`config.mk`:
```
export PLATFORM = sky130hd
export DESIGN_NAME = fetch_queue_stage
export DESIGN_NICKNAME = d
export VERILOG_FILES = /design/src/rtl/fetch_queue_stage.sv
export SDC_FILE = /design/constraint.sdc
export NUM_CORES = 1
export LEC_CHECK = 0
export ABC_AREA = 0
export BUFFER_PORTS_ARGS = -buffer_cell sky130_fd_sc_hd__buf_2
export CAP_MARGIN = 20
export CORE_UTILIZATION = 62
export DETAILED_ROUTE_END_ITERATION = 7
export PLACE_DENSITY = 0.92
export SYNTH_ARGS = -nofsm -noshare
export SYNTH_HDL_FRONTEND = slang
export SYNTH_SLANG_ARGS = --single-unit
export TNS_END_PERCENT = 1
```
`constraint.sdc`:
```
create_clock -name clk -period 14.6 [get_ports clk]
set_input_delay 0.73 -clock clk [delete_from_list [all_inputs] [get_ports clk]]
set_output_delay 0.73 -clock clk [all_outputs]
set_load 0.05 [all_outputs]
```
`src/rtl/fetch_queue_stage.sv`:
```
// Instruction-fetch stage: sequential imem requests feeding a DEPTH-entry in-order queue to decode.
// Build macro FETCH_QUEUE_STATS_EN adds the fetched_cnt / dropped_cnt statistics outputs.
module fetch_queue_stage #(
    parameter int unsigned       DEPTH    = 4,
    parameter int unsigned       ADDR_W   = 32,
    parameter logic [ADDR_W-1:0] RESET_PC = '0
) (
    input  logic              clk,
    input  logic              rst,
    output logic              imem_req,
    output logic [ADDR_W-1:0] imem_addr,
    input  logic              imem_rvalid,
    input  logic [31:0]       imem_rdata,
    input  logic              PCSrcD,
    input  logic              JalD,
    input  logic [ADDR_W-1:0] PCTargetD,
    input  logic              StallD,
    output logic              ValidD,
    output logic [31:0]       InstrD,
    output logic [ADDR_W-1:0] PCD,
    output logic [ADDR_W-1:0] PCPlus4D
`ifdef FETCH_QUEUE_STATS_EN
    ,
    output logic [31:0]       fetched_cnt,
    output logic [31:0]       dropped_cnt
`endif
);

    localparam int unsigned       PTR_W     = $clog2(DEPTH);
    localparam int unsigned       CNT_W     = PTR_W + 1;
    localparam int unsigned       OCC_W     = CNT_W + 1;
    localparam logic [OCC_W-1:0]  DEPTH_OCC = OCC_W'(DEPTH);
    localparam logic [ADDR_W-1:0] PC_STEP   = ADDR_W'(4);

    logic [ADDR_W-1:0] fetch_pc_q, fetch_pc_d;
    logic [ADDR_W-1:0] req_pc_q,   req_pc_d;
    logic [PTR_W-1:0]  rd_ptr_q,   rd_ptr_d;
    logic [PTR_W-1:0]  wr_ptr_q,   wr_ptr_d;
    logic [CNT_W-1:0]  count_q,    count_d;
    logic              pending_q,  pending_d;
    logic              discard_q,  discard_d;
    logic [31:0]       instr_q [DEPTH];
    logic [ADDR_W-1:0] pc_q    [DEPTH];

    logic              redirect, resp, push, pop, issue;
    logic [OCC_W-1:0]  occ_after;

    assign ValidD = (count_q != '0);

    // occ_after counts the entries that will exist once this cycle's push/pop land;
    // a new request is only issued when its response is guaranteed a free slot.
    always_comb begin
        redirect  = PCSrcD | JalD;
        resp      = imem_rvalid & pending_q;
        push      = resp & ~discard_q & ~redirect;
        pop       = ValidD & ~StallD & ~redirect;
        occ_after = {1'b0, count_q} + OCC_W'(push) - OCC_W'(pop);
        issue     = ~rst & (~pending_q | imem_rvalid) & (occ_after < DEPTH_OCC) & ~redirect;
    end

    // NOTE: every _d gets a default first so no path through this block can infer a latch.
    always_comb begin
        fetch_pc_d = fetch_pc_q;
        req_pc_d   = req_pc_q;
        rd_ptr_d   = rd_ptr_q;
        wr_ptr_d   = wr_ptr_q;
        count_d    = count_q;
        pending_d  = pending_q;
        discard_d  = discard_q;
        if (redirect) begin
            fetch_pc_d = PCTargetD;
            rd_ptr_d   = '0;
            wr_ptr_d   = '0;
            count_d    = '0;
            pending_d  = pending_q & ~imem_rvalid;
            discard_d  = pending_q & ~imem_rvalid;
        end else begin
            if (resp) begin
                pending_d = 1'b0;
                discard_d = 1'b0;
            end
            if (issue) begin
                fetch_pc_d = fetch_pc_q + PC_STEP;
                req_pc_d   = fetch_pc_q;
                pending_d  = 1'b1;
                discard_d  = 1'b0;
            end
            if (push) wr_ptr_d = wr_ptr_q + PTR_W'(1);
            if (pop)  rd_ptr_d = rd_ptr_q + PTR_W'(1);
            count_d = occ_after[CNT_W-1:0];
        end
    end

    // NOTE: the queue storage is reset too, so the head outputs read as zero out of reset.
    always_ff @(posedge clk or posedge rst) begin
        if (rst) begin
            fetch_pc_q <= RESET_PC;
            req_pc_q   <= RESET_PC;
            rd_ptr_q   <= '0;
            wr_ptr_q   <= '0;
            count_q    <= '0;
            pending_q  <= 1'b0;
            discard_q  <= 1'b0;
            for (int i = 0; i < int'(DEPTH); i++) begin
                instr_q[i] <= '0;
                pc_q[i]    <= '0;
            end
        end else begin
            fetch_pc_q <= fetch_pc_d;
            req_pc_q   <= req_pc_d;
            rd_ptr_q   <= rd_ptr_d;
            wr_ptr_q   <= wr_ptr_d;
            count_q    <= count_d;
            pending_q  <= pending_d;
            discard_q  <= discard_d;
            if (push) begin
                instr_q[wr_ptr_q] <= imem_rdata;
                pc_q[wr_ptr_q]    <= req_pc_q;
            end
        end
    end

    assign imem_req  = issue;
    assign imem_addr = fetch_pc_q;
    assign InstrD    = instr_q[rd_ptr_q];
    assign PCD       = pc_q[rd_ptr_q];
    assign PCPlus4D  = pc_q[rd_ptr_q] + PC_STEP;

`ifdef FETCH_QUEUE_STATS_EN
    logic [31:0] fetched_q, dropped_q, drop_inc;

    // A redirect drops every queued entry plus any response landing in the same cycle.
    always_comb begin
        drop_inc = redirect ? (32'(count_q) + 32'(resp)) : 32'(resp & discard_q);
    end

    always_ff @(posedge clk or posedge rst) begin
        if (rst) begin
            fetched_q <= '0;
            dropped_q <= '0;
        end else begin
            fetched_q <= fetched_q + 32'(push);
            dropped_q <= dropped_q + drop_inc;
        end
    end

    assign fetched_cnt = fetched_q;
    assign dropped_cnt = dropped_q;
`endif

endmodule
```
==> results.yml, run 1 <==
run_status:
  run_status: "complete, no violations"
setup_path:
  crit_path_top_delay_cell: "nor3_2"
  cp-end-kind: "output port"
  required_ps: 13870
  crit_arrival_ps: 4470
  cp_common_cell: "inv_1"
  r2r_start: "pending_q$_DFFE_PP0P_"
  r2r_slack_ps: 10720
  critical_path_peak_fanout: 57
  path_class: "in2out"
  critPathTopFamily: "simple AND/OR/NAND/NOR gates"
  cp-start-kind: "primary input"
  rr_endpoint: "imem_addr[13]$_DFFE_PP0P_"
  worst-path-buf-inv: 5
  crit_path_max_incr_delay_ps: 720
  worstPathCellList: "buf_2 > or2_2 > nor3_2 > inv_1 > ha_1 > inv_1 > ha_1 > fa_1 > xor2_1 > nor3_1 > nand3_2 > inv_1 > buf_2"
  reg2regPathDepth: 12
die:
  core_um2: 23700
  fp-row-count: 56
  start_util_pct: 63.7
  ioPinCount: 200
  die_x_um: 158
  chipHeight_um: 158
  die_area_um2: 25000
clock_network:
  cts.htree.levels: 2
  cts_setup_buffers: 0
  cts_buffers: 35
  cts-root-buf: "clkbuf_16"
  cts-resized-gates: 0
  cts_sinks: 329
  path_clk_slew_ps: 60
  ctsHoldBuffers: 0
  cts_tree: "yes"
  insertion_delay_ps: 510
  clk_path_buf_depth: 3
timing:
  grt_setup_unrepaired: "no"
  worst_slew_pin_slew_ps: 1090
  drv_slew: 0
  max_freq_mhz: 192
  hold_violations: 0
  fin_crit_ps: 5200
  period_share_pct: 35.6
  layout_setup_ws_ps: 9400
  skew_ps: 9.68
  setup_tns_ps: 0
  hold_slack_ps: 368
  slew_headroom_pct: 27.3
  setup_viol: 0
synthesis:
  synth_flop_cell: "dfrtp_1"
  syn_nets: 1114
  yosys_warnings: 0
  netlist_area_um2: 15100
  synth-edff-count: 0
  synth_cells: 1033
  ys_seq_area_share_pct: 54.6
  ys_seq_elements: 329
  syn_avg_cell_area_um2: 14.6
  synth_cell_types: 45
  synth-async-reset-ratio_pct: 100
pwr:
  p_total_uw: 2700
  p_leak_uw: 0.00860
  powerDensity_nw_per_um2: 155
  ir_worst_vdd_mv: 0.0915
cells_and_area:
  fin_nets: 1304
  n_fill_cell: 1481
  multi_input_area_um2: 6570
  drive_above_1_share_pct: 50.3
  regArea_um2: 8240
  layout_common_cells: "327 x dfrtp_1, 288 x mux2_2, 199 x buf_2"
  area_growth_pct: 15.9
  final_common_cell: "dfrtp_1"
  diodes: 0
placement:
  dp_slack_ps: 9410
  place_hpwl_um: 21600
  io_buffers: 199
  globalplace.congestion: 0.884
route:
  wl_per_cell_um: 22.5
  routed_via_density: 6.14
  ant_nets: 0
  drt_iter0_drc: 674
  vias: 9622
  routed_wl_um: 35300
  drt_pass1_iterations: 5
  remaining_drc_errors: 0
min_path:
  hold_path.class: "in2async"
job:
  cap_violations: 0
global_route:
  first_global_vias: 10100
  grt_max_degree: 97
  grt_antenna_before_repair: 0
  grt_usage_pct: 29.2
  grt_pass1_wl_um: 54900
  grt_overflow: 0
[logic make-up after synthesis]
kind of cell             after synthesis  share of synthesized area (%)
AO/OA/AOI/OAI                         42                           1.48
XOR/XNOR                              57                           3.31
adder cells (fa/ha/maj)               11                          0.962
buffers and inverters                 67                           2.14
flip-flops                           329                           54.6
multiplexers                         353                           31.2
AND/OR/NAND/NOR                      174                           6.39
[worst reg2reg max path: cells and delay by family (launching register included)]
family                   cells  cell delay [ps]
adder cells (fa/ha/maj)      3              890
buffers and inverters        2              140
AO/OA/AOI/OAI                1              180
XOR/XNOR                     1              230
flip-flops                   1              350
AND/OR/NAND/NOR              5             2040
[routing by layer]
metal	vias up	routed length, µm	track usage (%)
li1	4177	-	-
met1	4944	13700	36.8
met2	396	18000	49.6
met3	105	2240	5.34
met4	0	1430	13.3
met5	-	0	0
[area by class of cell]
| type | instances | share of cell area, % |
|---|---|---|
| flip-flops and latches | 329 | 47.1 |
| clock buffers | 50 | 5.56 |
| multi-input cells | 637 | 37.6 |
| well taps | 319 | 2.28 |
| repair buffers | 208 | 6.31 |
| inverters | 12 | 0.301 |
| clock inverters | 12 | 0.859 |
[how the worst max path moves through the flow]
stage | depth (start not counted) | from | end
after floorplan | 1 | rst | count_q[0]$_DFF_PP0_
after global placement | 13 | JalD | imem_req
after detailed placement | 13 | JalD | imem_req
after CTS | 13 | JalD | imem_req
after global routing | 13 | JalD | imem_req
final | 13 | JalD | imem_req
[Yosys cell counts, types with 2 or more instances]
| cell | instances | area, µm² |
|---|---|---|
| dfrtp_1 | 329 | 8230 |
| mux2_2 | 288 | 3240 |
| mux4_2 | 62 | 1400 |
| nand2_1 | 59 | 221 |
| clkbuf_1 | 35 | 131 |
| xnor2_1 | 35 | 307 |
| o21ai_0 | 30 | 150 |
| xor2_1 | 22 | 193 |
| nand4_1 | 21 | 131 |
| nor2_1 | 20 | 75.1 |
| nand3_1 | 18 | 90.1 |
| inv_1 | 12 | 45.0 |
| and3_1 | 10 | 62.6 |
| ha_1 | 10 | 125 |
| buf_2 | 8 | 40.0 |
| and4_1 | 7 | 61.3 |
| nor4_1 | 7 | 43.8 |
| a31oi_1 | 6 | 37.5 |
| or3_1 | 6 | 37.5 |
| and2_1 | 5 | 31.3 |
| nor3_1 | 5 | 25.0 |
| buf_6 | 4 | 45.0 |
| a21oi_1 | 3 | 15.0 |
| buf_1 | 3 | 11.3 |
| buf_4 | 3 | 22.5 |
| nor3_4 | 3 | 48.8 |
| mux4_1 | 2 | 52.6 |
| nor3_2 | 2 | 20.0 |
| nor4b_1 | 2 | 17.5 |
[state kept, by name, summed over array words and instances (netlist names)]
signal,count
rd_ptr_q,2
instr_q,128
discard_q,1
imem_addr,32
pending_q,1
req_pc_q,32
pc_q,128
wr_ptr_q,2
count_q,3
[per-stage QoR]
stage	instances	instance area (µm²)	util, %
CTS	1565	17400	73.6
floorplan	1033	15100	-
finish	1567	17500	73.8
detailed placement	1503	16300	68.9
global placement	1503	16300	68.9
global route	1567	17500	73.8
[where the power goes]
group / internal [µW] / switching, µW / leakage [µW] / total (µW)
logic: 217 / 527 / 0.00366 / 744
clock network: 519 / 357 / 0.000553 / 876
registers: 1000 / 80.2 / 0.00439 / 1080
total: 1740 / 964 / 0.00860 / 2700
Note: power is estimated with default switching activity, not from simulation.
==> run 2, diff against run 1 <==
ABC_AREA = 1   (was 0)
CORE_UTILIZATION = 53   (was 62)
PLACE_DENSITY = 0.83   (was 0.92)
clock period = 4.2 ns   (was 14.6 ns; I/O delays follow)
==> results.yml, run 2 <==
run_status:
  run_status: "complete, no violations"
synthesis:
  synth_cell_types: 32
  synth_cells: 2011
  yosys_warnings: 0
  synthMuxAreaShare_pct: 10.9
  ys_seq_area_share_pct: 48.5
  synth-simple-area-share_pct: 23.7
  synth-xor-area-share_pct: 1.81
  ys_seq_elements: 329
  synth_top_area_cell: "dfrtp_1"
  yosys.area.top_type_share_pct: 48.5
  syn_nets: 2092
  yosysMostFrequentCell: "nand2_1"
  synth_flop_cell: "dfrtp_1"
  netlist_area_um2: 17000
  synthTopCellsByArea: "dfrtp_1 49%, nand2_1 14%, mux2_2 11%"
  syn_avg_cell_area_um2: 8.44
  synth_commonest_cells: "636 x nand2_1, 329 x dfrtp_1, 191 x o21ai_0, 176 x nor2_1, 164 x mux2_2"
  synth_compound_area_share_pct: 8.12
  synth-edff-count: 0
  synthAdderAreaFrac_pct: 0.855
  synth-async-reset-ratio_pct: 100
  synth_top_family_by_area: "simple AND/OR/NAND/NOR gates"
route:
  ant_nets: 0
  routed_via_density: 5.67
  routed_wl_um: 46600
  drt_iter0_drc: 1302
  wl_per_cell_um: 17.6
  vias: 15000
  remaining_drc_errors: 0
  drt_pass1_iterations: 5
min_path:
  hold_depth: 4
  hold_path.class: "in2reg"
  whs_endpoint: "rd_ptr_q[0]$_DFFE_PP0P_"
  min-delay-start: "PCSrcD"
die:
  die_x_um: 181
  chipHeight_um: 181
  fp-row-count: 65
  core_um2: 31600
  die_area_um2: 32700
  start_util_pct: 53.8
  ioPinCount: 200
clock_network:
  clk_path_buf_depth: 3
  cts.htree.levels: 2
  cts_sinks: 329
  insertion_delay_ps: 520
  cts-resized-gates: 0
  cts-root-buf: "clkbuf_16"
  cts_buffers: 36
  path_clk_slew_ps: 60
  cts_tree: "yes"
  cts_setup_buffers: 0
setup_path:
  critical_path.startpoint: "rd_ptr_q[0]$_DFFE_PP0P_"
  worst-path-buf-inv: 2
  path_class: "reg2out"
  critPathTopFamily: "flip-flops"
  cp.depth: 10
  crit_path_max_incr_delay_ps: 950
  cp-end-kind: "output port"
  cp-start-kind: "flip-flop"
  crit_path_top_delay_cell: "dfrtp_4"
  r2r_start: "count_q[1]$_DFF_PP0_"
  required_ps: 3990
  critical_path_peak_fanout: 133
  rr_endpoint: "discard_q$_DFFE_PP0P_"
  reg2regPathDepth: 15
  cp_common_cell: "nand2_2"
  worstPathCellList: "inv_8 > a21oi_1 > o21ai_0 > nand2_2 > ha_1 > nand2_2 > nor2_4 > nand2_1 > xor2_1 > buf_2"
  r2r_slack_ps: 620
  crit_arrival_ps: 3730
cells_and_area:
  final_area_um2: 19800
  fin_nets: 2297
  layout_common_cells: "635 x nand2_1, 327 x dfrtp_1, 199 x buf_2"
  area_growth_pct: 16.8
  post-route-util_pct: 62.8
  multi_input_area_um2: 7720
  reg_top3: "instr_q (128), pc_q (128)"
  n_fill_cell: 2539
  layout.cells.non_filler: 2641
  drive_above_1_share_pct: 21.5
  final_common_cell: "nand2_1"
  regArea_um2: 8240
timing:
  fin_crit_ps: 3940
  setup_viol: 0
  skew_ps: 18.0
  period_share_pct: 93.8
  worst_slew_pin_slew_ps: 1070
  grt_setup_unrepaired: "no"
  drv_slew: 0
  hold_violations: 0
  max_freq_mhz: 254
  slew_headroom_pct: 28.3
global_route:
  grt_antenna_before_repair: 1
  grt_usage_pct: 28.6
  grt_max_degree: 180
  first_global_vias: 14900
  grt_pass1_wl_um: 75400
  grt_overflow: 0
placement:
  placed_cells: 2521
  io_buffers: 199
  dpl_cell_area_um2: 18100
  globalplace.congestion: 0.921
  place_hpwl_um: 28600
pwr:
  powerDensity_nw_per_um2: 502
  p_total_uw: 9950
  ir_worst_vdd_mv: 0.332
  p_leak_uw: 0.0102
job:
  cap_violations: 0
## run 2: changes by cell type after synthesis, moves of 25 or more
cell and delta:
o21ai_0 +161, xnor2_1 -33, o22ai_1 +34, a21oi_1 +25, inv_1 +98, buf_4 +28
mux2_2 -124, nand3_1 +94, nand2_1 +577, nor2_1 +156, mux4_2 -62
## run 2: how the worst max path moves through the flow
stage / endpoint / slack [ps]
after floorplan: count_q[0]$_DFF_PP0_ / -400
after global placement: discard_q$_DFFE_PP0P_ / 770
after detailed placement: discard_q$_DFFE_PP0P_ / 650
after CTS: PCPlus4D[18] / 290
after global routing: PCPlus4D[18] / 60
final: PCPlus4D[18] / 260
## run 2: repair_timing
| item | 4_1_cts | 5_1_grt |
|---|---|---|
| endpoints found under the setup margin | 0 | 0 |
| hold buffers | 59 | 0 |
| endpoints found under the hold margin | 249 | 0 |
## run 2: where the power goes
group	switching, µW	internal, µW	total [µW]
Combinational	2390	738	3120
Sequential	291	3500	3790
Clock	1240	1800	3040
Total	3920	6030	9950
## run 2: final cells by class
cell class | count | area share, %
Sequential cell | 329 | 41.6
Multi-Input combinational cell | 1459 | 38.9
Timing Repair Buffer | 274 | 8.99
Clock buffer | 51 | 5.30
Tap cell | 402 | 2.54
Inverter | 116 | 2.25
Clock inverter | 9 | 0.423
Antenna cell | 1 | 0.0126
## run 2: routing by layer
layer | vias up | track usage, % | share of wire, %
li1 | 6939 | - | -
met1 | 7248 | 37.5 | 41
met2 | 695 | 48.1 | 48
met3 | 99 | 4.82 | 8.1
met4 | 0 | 9.59 | 2.6
met5 | - | 0 | 0
## run 2: through the flow
step                setup WS [ps]  setup TNS, ps  hold slack [ps]
floorplan                    -403        -132480              320
global placement              771              0              141
detailed placement            649              0              144
CTS                           287              0             1.66
global route                 63.5              0             10.8
finish                        259              0             14.7
## run 2: logic make-up (layout without fill, tap and decap cells)
kind of cell / Yosys count / after routing
simple gates: 986 / 986
flops: 329 / 329
compound gates: 263 / 263
buf+inv: 223 / 450
mux: 164 / 164
xor+xnor: 35 / 35
fa+ha+maj: 11 / 11
other cells: 0 / 1
## run 2: worst min-delay path: cells and delay by family
| family | cells | cell delay (ps) |
|---|---|---|
| simple gates | 2 | 140 |
| buf+inv | 1 | 100 |
| compound gates | 1 | 40 |
==> run 3, diff against run 2 <==
==> constraint.sdc (replaced) <==
create_clock -name clk -period 4.2 [get_ports clk]
set_input_delay 0.42 -clock clk [delete_from_list [all_inputs] [get_ports clk]]
set_output_delay 0.42 -clock clk [all_outputs]
set_load 0.05 [all_outputs]
==> results.yml, run 3 (synthesized netlist as in run 2, its figures left out) <==
die:
  chipHeight_um: 181
  start_util_pct: 53.8
  ioPinCount: 200
  die_area_um2: 32700
  die_x_um: 181
  core_um2: 31600
  fp-row-count: 65
cells_and_area:
  drive_above_1_share_pct: 22.4
  final_common_cell: "nand2_1"
  area_growth_pct: 14.2
  post-route-util_pct: 61.4
  diodes: 0
  reg_top3: "instr_q (128), pc_q (128)"
  layout_common_cells: "635 x nand2_1, 327 x dfrtp_1, 199 x buf_2"
  fin_nets: 2246
timing:
  max_freq_mhz: 266
  skew_ps: 17.0
  slew_headroom_pct: 31.9
  setup_viol: 0
  worst_slew_pin_slew_ps: 1020
  layout_setup_ws_ps: 437
  grt_setup_unrepaired: "no"
  period_share_pct: 89.6
  drv_slew: 0
  fin_crit_ps: 3760
  hold_violations: 0
pwr:
  ir_worst_vdd_mv: 0.325
  p_switching_uw: 3950
  p_int_uw: 6140
  powerDensity_nw_per_um2: 521
  swShare_pct: 39.1
  p_total_uw: 10100
  pwr-share-clk_pct: 32.1
  p_leak_uw: 0.0100
  comb_power_share_pct: 30.5
  seqPwrFrac_pct: 37.5
job:
  cap_violations: 0
global_route:
  grt_overflow: 0
  grt_pass1_wl_um: 73600
  grt_antenna_before_repair: 0
  grt_max_degree: 136
  first_global_vias: 14100
  grt_usage_pct: 27.9
clock_network:
  clk_path_buf_depth: 3
  cts_tree: "yes"
  cts-root-buf: "clkbuf_16"
  insertion_delay_ps: 540
  cts_sinks: 329
  cts_buffers: 36
  path_clk_slew_ps: 60
  cts.htree.levels: 2
setup_path:
  worstPathCellList: "inv_1 > a31oi_1 > inv_1 > nor2_1 > ha_1 > inv_1 > ha_1 > fa_1 > xor2_1 > nor3_1 > nand3_1 > buf_4 > nor2_4 > buf_2"
  crit_path_top_delay_cell: "dfrtp_1"
  cp_common_cell: "inv_1"
  crit_arrival_ps: 3340
  cp-start-kind: "flip-flop"
  r2r_start: "count_q[1]$_DFF_PP0_"
  r2r_slack_ps: 850
  critical_path_peak_fanout: 12
  reg2regPathDepth: 16
  required_ps: 3780
  rr_endpoint: "imem_addr[3]$_DFFE_PP0P_"
  cp-end-kind: "output port"
  path_class: "reg2out"
  crit_path_max_incr_delay_ps: 380
placement:
  globalplace.congestion: 0.906
  dp_slack_ps: 623
  place_hpwl_um: 29300
  io_buffers: 199
route:
  routed_wl_um: 45200
  remaining_drc_errors: 0
  routed_via_density: 5.61
  drt_iter0_drc: 1243
  ant_nets: 0
  vias: 14600
  wl_per_cell_um: 17.4
  drt_pass1_iterations: 6
min_path:
  hold_path.class: "in2async"
run_status:
  run_status: "complete, no violations"
run 3: through the flow:
step                TNS [ps]  cell area [µm²]  instances  hold slack, ps
global route               0            19400       2593            60.3
finish                     0            19400       2593            15.4
CTS                        0            19300       2588            24.9
floorplan            -201570            17000       2011             467
global placement           0            18100       2524             480
detailed placement         0            18100       2524             487
run 3: power by group through the flow:
stage	registers [µW]	clock network, µW	logic, µW
6_report	3780	3240	3080
5_1_grt	3820	3410	3280
4_1_cts	3770	3270	3070
3_5_place_dp	3820	0	3060
3_3_place_gp	3800	0	3010
2_1_floorplan	3830	0	2200
run 3: layer usage:
metal	up-vias	track usage [%]	part of all wire, %
li1	6862	-	-
met1	6985	38.0	42
met2	619	45.8	47
met3	92	3.93	7.4
met4	0	9.90	3.0
met5	-	0	0
run 3: final cells by class:
type | count | area [µm²]
Clock buffer | 52 | 1010
Sequential cell | 329 | 8240
Fill cell | 2586 | 12200
Inverter | 116 | 447
Tap cell | 402 | 503
Clock inverter | 12 | 200
Multi-Input combinational cell | 1459 | 7720
Timing Repair Buffer | 223 | 1260
run 3: worst max-delay path: cells and delay by family (launching register included):
kind                       cells  cell delay, ps
and+or+nand+nor                4             490
buffers and inverters          5             790
AOI/OAI and AO/OA              1             130
DFF                            1             380
adders and majority gates      3             850
xor gates and xnor gates       1             190
run 3: timing repair:
action,CTS,global route
endpoints found under the hold margin,0,0
buffers inserted,0,5
resized for setup,0,0
hold buffers,0,0
setup endpoints to repair,0,1
run 3: worst max-delay path by stage:
stage	start	end	slack [ps]	depth (start not counted)
after global placement	JalD	imem_req	660	14
after floorplan	rst	count_q[0]$_DFF_PP0_	-610	1
after global routing	count_q[1]$_DFF_PP0_	imem_req	180	14
after detailed placement	JalD	imem_req	620	14
final	count_q[1]$_DFF_PP0_	imem_req	440	14
after CTS	count_q[1]$_DFF_PP0_	imem_req	180	14
